[src/rtl/hilo_file_if.sv]
// HI/LO unit bus: EX-stage requests, divider result and the HI/LO read/stall responses.
interface hilo_file_if #(parameter int DATA_W = 32);
  logic                  flush_i;
  logic [2:0]            op_i;
  logic [DATA_W-1:0]     src_i;
  logic [2*DATA_W-1:0]   mul_i;
  logic                  div_done_i;
  logic [2*DATA_W-1:0]   div_res_i;
  logic                  rd_i;
  logic [DATA_W-1:0]     hi_o;
  logic [DATA_W-1:0]     lo_o;
  logic                  busy_o;
  logic                  stall_o;

  modport master (
    output flush_i, op_i, src_i, mul_i, div_done_i, div_res_i, rd_i,
    input  hi_o, lo_o, busy_o, stall_o
  );

  modport slave (
    input  flush_i, op_i, src_i, mul_i, div_done_i, div_res_i, rd_i,
    output hi_o, lo_o, busy_o, stall_o
  );
endinterface

[src/rtl/hilo_file.sv]
// HI/LO special-register unit with multiply-accumulate and an outstanding-divide tracker.
// Optional macro HILO_FWD_EN: hi_o/lo_o bypass the value being written this cycle.
module hilo_file #(
  parameter int DATA_W    = 32,
  parameter bit FLUSH_DIV = 1'b1
) (
  input logic       clk,
  input logic       rst,
  hilo_file_if.slave bus
);
  localparam int W2 = 2 * DATA_W;

  typedef enum logic [2:0] {
    OP_NOP  = 3'd0,
    OP_MTHI = 3'd1,
    OP_MTLO = 3'd2,
    OP_MUL  = 3'd3,
    OP_MADD = 3'd4,
    OP_MSUB = 3'd5,
    OP_DIV  = 3'd6,
    OP_RSV  = 3'd7
  } op_t;

  typedef enum logic {S_IDLE, S_WAIT} state_t;

  state_t            r_state;
  logic [DATA_W-1:0] r_hi;
  logic [DATA_W-1:0] r_lo;

  op_t               w_op;
  logic              w_wait;
  logic              w_done;
  logic              w_stall;
  logic              w_op_en;
  logic              w_issue;
  logic [W2-1:0]     w_base;
  logic [W2-1:0]     w_nxt;

  always_comb begin
    w_op    = op_t'(bus.op_i);
    w_wait  = (r_state == S_WAIT);
    w_done  = w_wait & bus.div_done_i;
    w_stall = w_wait & ~bus.div_done_i & (bus.rd_i | (bus.op_i != 3'd0));
    w_op_en = ~bus.flush_i & ~w_stall;
    w_issue = w_op_en & (w_op == OP_DIV);
  end

  // A retiring divide lands first; a same-cycle op then acts on that result.
  always_comb begin
    w_base = w_done ? bus.div_res_i : {r_hi, r_lo};
    w_nxt  = w_base;
    if (w_op_en) begin
      case (w_op)
        OP_MTHI: w_nxt[W2-1:DATA_W] = bus.src_i;
        OP_MTLO: w_nxt[DATA_W-1:0]  = bus.src_i;
        OP_MUL:  w_nxt = bus.mul_i;
        OP_MADD: w_nxt = w_base + bus.mul_i;
        OP_MSUB: w_nxt = w_base - bus.mul_i;
        default: w_nxt = w_base;
      endcase
    end
  end

  always_ff @(posedge clk) begin
    if (rst) begin
      r_state <= S_IDLE;
      r_hi    <= '0;
      r_lo    <= '0;
    end else begin
      {r_hi, r_lo} <= w_nxt;
      case (r_state)
        S_IDLE: if (w_issue) r_state <= S_WAIT;
        S_WAIT: begin
          // A divide result always commits, even under flush.
          if (bus.div_done_i)             r_state <= w_issue ? S_WAIT : S_IDLE;
          else if (bus.flush_i && FLUSH_DIV) r_state <= S_IDLE;
        end
        default: r_state <= S_IDLE;
      endcase
    end
  end

  assign bus.busy_o  = w_wait;
  assign bus.stall_o = w_stall;

`ifdef HILO_FWD_EN
  assign bus.hi_o = w_nxt[W2-1:DATA_W];
  assign bus.lo_o = w_nxt[DATA_W-1:0];
`else
  assign bus.hi_o = r_hi;
  assign bus.lo_o = r_lo;
`endif

  a_stall_busy: assert property (@(posedge clk) disable iff (rst) bus.stall_o |-> bus.busy_o);

endmodule

[src/flat_wrapper.sv]
// flat-port wrapper written by rule: the top's interface ports become plain ports
module hilo_file_flat 
#(
  parameter int DATA_W    = 32,
  parameter bit FLUSH_DIV = 1'b1
)
  (clk, rst, bus_flush_i, bus_op_i, bus_src_i, bus_mul_i, bus_div_done_i, bus_div_res_i, bus_rd_i, bus_hi_o, bus_lo_o, bus_busy_o, bus_stall_o);
  hilo_file_if #(.DATA_W(DATA_W)) bus_i ();
  input logic clk;
  input logic rst;
  input wire logic [$bits(bus_i.flush_i)-1:0] bus_flush_i;
  input wire logic [$bits(bus_i.op_i)-1:0] bus_op_i;
  input wire logic [$bits(bus_i.src_i)-1:0] bus_src_i;
  input wire logic [$bits(bus_i.mul_i)-1:0] bus_mul_i;
  input wire logic [$bits(bus_i.div_done_i)-1:0] bus_div_done_i;
  input wire logic [$bits(bus_i.div_res_i)-1:0] bus_div_res_i;
  input wire logic [$bits(bus_i.rd_i)-1:0] bus_rd_i;
  output wire logic [$bits(bus_i.hi_o)-1:0] bus_hi_o;
  output wire logic [$bits(bus_i.lo_o)-1:0] bus_lo_o;
  output wire logic [$bits(bus_i.busy_o)-1:0] bus_busy_o;
  output wire logic [$bits(bus_i.stall_o)-1:0] bus_stall_o;
  assign bus_i.flush_i = bus_flush_i;
  assign bus_i.op_i = bus_op_i;
  assign bus_i.src_i = bus_src_i;
  assign bus_i.mul_i = bus_mul_i;
  assign bus_i.div_done_i = bus_div_done_i;
  assign bus_i.div_res_i = bus_div_res_i;
  assign bus_i.rd_i = bus_rd_i;
  assign bus_hi_o = bus_i.hi_o;
  assign bus_lo_o = bus_i.lo_o;
  assign bus_busy_o = bus_i.busy_o;
  assign bus_stall_o = bus_i.stall_o;
  hilo_file #(.DATA_W(DATA_W), .FLUSH_DIV(FLUSH_DIV)) u_core (.clk(clk), .rst(rst), .bus(bus_i));
endmodule
[config.mk]
export PLATFORM = sky130hd
export DESIGN_NAME = hilo_file_flat
export DESIGN_NICKNAME = d
export VERILOG_FILES = /design/src/rtl/hilo_file_if.sv /design/src/rtl/hilo_file.sv /design/src/flat_wrapper.sv
export SDC_FILE = /design/constraint.sdc
export NUM_CORES = 1
export LEC_CHECK = 0
export BUFFER_PORTS_ARGS = -buffer_cell sky130_fd_sc_hd__buf_2
export CORE_ASPECT_RATIO = 0.7
export CORE_MARGIN = 3
export CORE_UTILIZATION = 58
export DETAILED_ROUTE_END_ITERATION = 12
export PLACE_DENSITY = 0.83
export SLEW_MARGIN = 0
export SYNTH_ARGS = -nofsm -noshare
export SYNTH_HDL_FRONTEND = slang
export SYNTH_SLANG_ARGS = --single-unit
[constraint.sdc]
create_clock -name clk -period 4.9 [get_ports clk]
set_input_delay 0 -clock clk [delete_from_list [all_inputs] [get_ports clk]]
set_output_delay 0 -clock clk [all_outputs]
set_load 0.03 [all_outputs]
==> results of run 1 <==
[sequential cells by signal, indices dropped and copies added, names as in the netlist]
name and cells:
u_core.bus.hi_o 32, u_core.bus.lo_o 32, u_core.bus.busy_o 1
[placed cells by master, fill, tap and decap left out, types with 28 or more instances in the layout]
cell type,netlist,routed
buf_2,21,232
a21oi_1,195,195
nor2_1,196,193
inv_1,135,135
ha_1,126,126
o21ai_0,114,114
nand2_1,83,82
nor3_1,73,73
mux2_2,67,67
dfxtp_1,65,65
buf_4,2,61
xnor2_1,53,53
mux2i_1,38,37
nor4_1,33,33
a211oi_1,34,33
a21o_1,30,30
nor2b_1,28,28
[report_power, final]
group	internal, uW	total [uW]	switching [uW]
Clock	418	728	309
Sequential	570	594	23.5
Combinational	648	1880	1230
Total	1640	3200	1560
[worst min-delay path by stage]
stage | end | slack (ns) | cells past startpoint
after floorplan | u_core.bus.busy_o$_SDFF_PP0_ | 0.08 | 1
after global placement | u_core.bus.busy_o$_SDFF_PP0_ | 0.25 | 2
after detailed placement | u_core.bus.busy_o$_SDFF_PP0_ | 0.25 | 2
after CTS | u_core.bus.hi_o[31]$_SDFF_PP0_ | 0.002 | 3
after global routing | u_core.bus.busy_o$_SDFF_PP0_ | 0.05 | 3
final | u_core.bus.busy_o$_SDFF_PP0_ | 0.04 | 3
[metal layers]
metal  wire [um]  GRT usage  vias up
met1       23200      0.672     7379
li1            -          -     6887
met5          26          0        -
met3       10800      0.214      250
met2       21100      0.628     1549
met4        3060      0.216        4
[metrics by stage]
stage	area [um^2]	worst slack [ns]	hold slack, ns	utilization
after floorplan	12300	0.679	0.0793	-
after global placement	13800	0.323	0.248	0.681
after detailed placement	13800	0.0933	0.246	0.681
after CTS	14200	0.0397	0.00205	0.698
after global routing	14200	0.0638	0.0527	0.700
final	14200	0.190	0.0431	0.700
[timing repair]
action / 4_1_cts / 5_1_grt
gates resized for setup: 0 / 5
setup endpoints to repair: 0 / 13
hold endpoints to repair: 4 / 1
hold buffers: 5 / 1
setup buffers: 0 / 2
[layout make-up]
class	count	area (um^2)	area share
Clock buffer	12	256	0.0181
Clock inverter	3	40.0	0.00282
Sequential cell	65	1300	0.0916
Inverter	136	510	0.0359
Multi-Input combinational cell	1452	10000	0.707
Tap cell	270	338	0.0238
Timing Repair Buffer	301	1720	0.121
Antenna cell	1	2.50	0.000176
[kinds of logic after synthesis]
family / count (synthesis) / synth area share
buffers and inverters: 249 / 0.0801
multiplexers: 105 / 0.0924
AND/OR/NAND/NOR: 530 / 0.212
XOR/XNOR: 68 / 0.0485
adder cells (fa/ha/maj): 128 / 0.132
flip-flops: 65 / 0.106
AO/OA/AOI/OAI: 621 / 0.330
[worst reg2reg max path, stage by stage (launching register included)]
cell      delay (ns)
dfxtp_1         0.33
nand2_2         0.13
buf_12          0.28
mux2_2          0.45
ha_1            0.41
nor3_1          0.28
o21ai_2         0.13
nand3_1         0.21
a211oi_4        0.09
buf_4           0.18
nor4b_2         0.54
o211ai_1        0.18
buf_4           0.19
a21o_1          0.25
o311ai_1        0.56
xnor2_1         0.15
a21oi_1         0.17
nor3_1          0.06
==> results.json, run 1 <==
{
  "pwr_density_cell_nw_per_um2": 225,
  "crit_slowest_cell": "o311ai_1",
  "synth_sequential_area_ratio": 0.106,
  "post_route_cells_drive_above_1_share": 0.209,
  "leakagePower_uw": 0.00658,
  "viasPerCell": 7.17,
  "hold_viol": 0,
  "tightestPinTransition_ns": 1.22,
  "finalWirelength_mm": 58.2,
  "first_global_vias": 14700,
  "fin_worst_skew_ns": 0.0134,
  "reg2regPathDepth": 17,
  "synth.top_cell.area_share": 0.128,
  "drv_slew": 0,
  "postSynthAreaPerCell_um2": 6.95,
  "fill_cell_total_of_the_finished_layout": 1714,
  "numClockSinks": 65,
  "stdcell_count": 2240,
  "portBuffers": 233,
  "peakVddDrop_uv": 211,
  "start_util": 0.605,
  "net_count_of_the_mapped_netlist": 2062,
  "synth.lib_cells_used.distinct": 89,
  "main_area_contributors_after_synthesis": "ha_1 (13%), dfxtp_1 (11%), a21oi_1 (8.0%), mux2_2 (6.1%), nor2_1 (6.0%)",
  "firstDrtPassIters": 8,
  "dieArea_um2": 23000,
  "critical_path.reg2reg.startpoint": "u_core.bus.busy_o$_SDFF_PP0_",
  "syn-cell-area_um2": 12300,
  "end_kind": "register",
  "cp.arrival_ns": 4.94,
  "initial_antenna_violation_count": 2,
  "fp.dieH_um": 128,
  "setup_viol": 0,
  "areaGrowthSynthToFinish_pct": 15.7,
  "worst_path_cell_chain": "nand2_2 > buf_12 > mux2_2 > ha_1 > nor3_1 > o21ai_2 > nand3_1 > a211oi_4 > buf_4 > nor4b_2 > o211ai_1 > buf_4 > a21o_1 > o311ai_1 > xnor2_1 > a21oi_1 > nor3_1",
  "detailroute.via_count": 16100,
  "worst-path-stages": 17,
  "slowest_delay_ns": 0.56,
  "cts.reportedPaths.clkPinSlew_ns": 0.06,
  "hold_path.class": "primary input to register",
  "synth.yosys.warnings": 0,
  "synth.top_cells.by_count": "nor2_1 (196), a21oi_1 (195), inv_1 (135), ha_1 (126), o21ai_0 (114)",
  "achievable-frequency_mhz": 212,
  "netlist.top_cell.by_area": "ha_1",
  "timing.setup.critical_path_class": "register to register",
  "synth_enable_flop_cells": 0,
  "min_period_over_period": 0.961,
  "critical_path.n_buffers_inverters": 3,
  "io_pins": 234,
  "post-route-min-period_ns": 4.71,
  "final_net_count": 2261,
  "setup_total_negative_slack_ns": 0,
  "first_pass_grt_wire_length_mm": 87.1,
  "max_cap_viol_count": 0,
  "min-delay-start": "bus_op_i[2]",
  "clk_root_buffer_cell": "clkbuf_16",
  "cp_max_fo": 34,
  "tritoncts": "built",
  "placement_rows": 43,
  "die_w_um": 180,
  "numCtsBuffers": 9,
  "htree_levels": 3,
  "async_set_or_reset_flop_fraction_in_the_synthesized_netlist": 0,
  "synth-main-ff-cell": "dfxtp_1",
  "drt_first_iter_violations": 2773,
  "gp_weighted_congestion": 1.14,
  "post_drt_wl_per_cell_um": 26.0,
  "start_kind": "register",
  "outcome": "finished, final reports clean",
  "dpl.cell_count": 2216,
  "gr-usage-all-layers": 0.482,
  "setup.worst_path.end": "u_core.bus.hi_o[28]$_SDFF_PP0_",
  "unrepaired_setup_endpoints_after_global_routing": "false",
  "yosysMostFrequentCell": "nor2_1",
  "critical-path-top-delay-family": "compound AO/OA/AOI/OAI gates",
  "clkLatencyLatePin_ns": 0.38,
  "synth.ff_latch_count": 65,
  "max-slew-margin-rel": 0.187,
  "ant_nets": 0,
  "grt_max_degree": 72,
  "total_power_uw": 3200,
  "worstSetupStartpoint": "u_core.bus.busy_o$_SDFF_PP0_",
  "floorplan.core_area_um2": 20300,
  "slack_of_the_worst_reg_to_reg_path_ns": 0.19,
  "post_syn_instances": 1766,
  "timing.critical_path.required_ns": 5.13,
  "reg2reg_to": "u_core.bus.hi_o[28]$_SDFF_PP0_",
  "drcViolationCount": 0,
  "overflow": 0,
  "clockBufferDepth": 2,
  "post-dp-hpwl_mm": 45.6
}
(Power assumes the default switching activity.)
==> run 2: changes to the inputs <==
--- a/config.mk
+++ b/config.mk
@@ -6,6 +6,7 @@
 export NUM_CORES = 1
 export LEC_CHECK = 0
 export BUFFER_PORTS_ARGS = -buffer_cell sky130_fd_sc_hd__buf_2
+export CAP_MARGIN = 20
 export CORE_ASPECT_RATIO = 0.7
 export CORE_MARGIN = 3
 export CORE_UTILIZATION = 58
==> constraint.sdc (replaced) <==
create_clock -name clk -period 5.3 [get_ports clk]
set_input_delay 0 -clock clk [delete_from_list [all_inputs] [get_ports clk]]
set_output_delay 0 -clock clk [all_outputs]
set_load 0.03 [all_outputs]
==> run 2 against run 1 <==
Net effect:
- cell count is 1.3% lower
- highest routed layer unchanged
- non-clock buffer count is 30 lower
- sequential power is 7.6% lower
- via count is 1.8% lower
- worst setup slack better by 0.085 ns
- design area is 1.7% lower
- largest power group unchanged
- total power is 10% lower
- clock-buffer cell count is 1 lower
- first-iteration DRC count is 6.2% higher
- utilization is 1.2 points lower
==> results.json, run 2 (synthesis results as in run 1) <==
{
  "outcome": "finished, final reports clean",
  "diodes": 0,
  "setup_total_negative_slack_ns": 0,
  "worst_path_cell_chain": "nand2_2 > buf_12 > mux2i_1 > inv_1 > ha_1 > fa_1 > nor2b_1 > o21ai_1 > nand3_1 > a211oi_2 > nor4b_2 > o211ai_1 > a21o_1 > o311ai_1 > xnor2_1 > a21oi_1 > nor3_1",
  "timing.critical_path.required_ns": 5.52,
  "tritoncts": "built",
  "areaGrowthSynthToFinish_pct": 13.7,
  "fp.dieH_um": 128,
  "achievable-frequency_mhz": 199,
  "placement_rows": 43,
  "numClockSinks": 65,
  "io_pins": 234,
  "pwr_density_cell_nw_per_um2": 205,
  "viasPerCell": 7.14,
  "critical_path.n_buffers_inverters": 2,
  "tightestPinTransition_ns": 0.996,
  "first_global_vias": 14400,
  "crit_slowest_cell": "o211ai_1",
  "final_net_count": 2231,
  "portBuffers": 233,
  "end_kind": "register",
  "hold_path.class": "primary input to register",
  "overflow": 0,
  "drt_first_iter_violations": 2945,
  "max-slew-margin-rel": 0.336,
  "cts.reportedPaths.clkPinSlew_ns": 0.06,
  "detailroute.via_count": 15800,
  "cp.arrival_ns": 5.25,
  "setup_viol": 0,
  "leakagePower_uw": 0.00644,
  "unrepaired_setup_endpoints_after_global_routing": "false",
  "gp_weighted_congestion": 1.14,
  "first_pass_grt_wire_length_mm": 83.7,
  "critical-path-top-delay-family": "compound AO/OA/AOI/OAI gates",
  "post-dp-hpwl_mm": 43.7,
  "postCtsResizedCells": 0,
  "start_kind": "register",
  "cp_max_fo": 36,
  "dieArea_um2": 23000,
  "die_w_um": 180,
  "start_util": 0.605,
  "firstDrtPassIters": 7,
  "post_route_cells_drive_above_1_share": 0.195,
  "drcViolationCount": 0,
  "clk_root_buffer_cell": "clkbuf_16",
  "hold_viol": 0,
  "drv_slew": 0,
  "finalWirelength_mm": 55.6,
  "ant_nets": 0,
  "max_cap_viol_count": 0,
  "most-common-layout-cells": "buf_2 (232), a21oi_1 (195), nor2_1 (193)",
  "clockBufferDepth": 2,
  "stdcell_count": 2210,
  "post-route-min-period_ns": 5.03,
  "floorplan.core_area_um2": 20300,
  "peakVddDrop_uv": 225,
  "dpl.cell_count": 2189,
  "timing.setup.critical_path_class": "register to register",
  "clkLatencyLatePin_ns": 0.37,
  "htree_levels": 3,
  "commonest_non_fill_non_tap_cell_in_the_layout": "buf_2",
  "grt_max_degree": 70,
  "initial_antenna_violation_count": 1,
  "gr-usage-all-layers": 0.460,
  "fin_worst_skew_ns": 0.00967,
  "min_period_over_period": 0.948,
  "post_drt_wl_per_cell_um": 25.2,
  "numCtsBuffers": 9,
  "slowest_delay_ns": 0.57
}
==> run 2: cell type report <==
class | count | area [um^2]
well taps | 270 | 338
inverters | 136 | 510
multi-input cells | 1452 | 10000
fillers | 1656 | 6320
clock buffers | 11 | 233
clock inverters | 5 | 56.3
flip-flops and latches | 65 | 1300
repair buffers | 271 | 1510
==> run 2: tightest hold or removal path, cell delays in order <==
cell	delay, ns
buf_2	0.15
a31oi_1	0.15
nor3_1	0.05
==> run 2: final timing paths <==
kind              slack (ns)                              to  cells past startpoint                          start
setup / recovery        0.27  u_core.bus.hi_o[28]$_SDFF_PP0_                     17   u_core.bus.busy_o$_SDFF_PP0_
setup reg to reg        0.27  u_core.bus.hi_o[28]$_SDFF_PP0_                     17   u_core.bus.busy_o$_SDFF_PP0_
hold / removal          0.04    u_core.bus.busy_o$_SDFF_PP0_                      3                    bus_op_i[2]
hold reg to reg         0.68   u_core.bus.lo_o[8]$_SDFF_PP0_                      3  u_core.bus.lo_o[8]$_SDFF_PP0_
==> run 2: stage by stage <==
step	power, uW	instance area [um^2]	setup slack (ns)	hold WS, ns	utilization
finish	2870	14000	0.274	0.0378	0.688
global route	2980	14000	0.109	0.0713	0.688
CTS	2780	14000	0.538	0.0294	0.688
detailed placement	2140	13600	0.583	0.198	0.672
global placement	2110	13600	0.669	0.197	0.670
floorplan	1650	12300	1.08	0.0793	-
==> run 2: where the power goes <==
group          leakage [uW]  internal [uW]  switching (uW)
clock              0.000139            364             276
combinational       0.00577            573            1110
sequential         0.000535            527            21.6
==> run 2: layer usage <==
metal / global-route usage / up-vias / wire length [um]
met5: 0 / - / 13
met4: 0.200 / 2 / 2730
met3: 0.170 / 195 / 10100
met2: 0.591 / 1487 / 20000
met1: 0.672 / 7249 / 22700
li1: - / 6847 / -
==> run 2: timing repair <==
action                     in CTS  in global routing
setup buffers                   0                  0
hold buffers                    5                  0
setup endpoints to repair       0                  0
hold endpoints to repair        4                  0
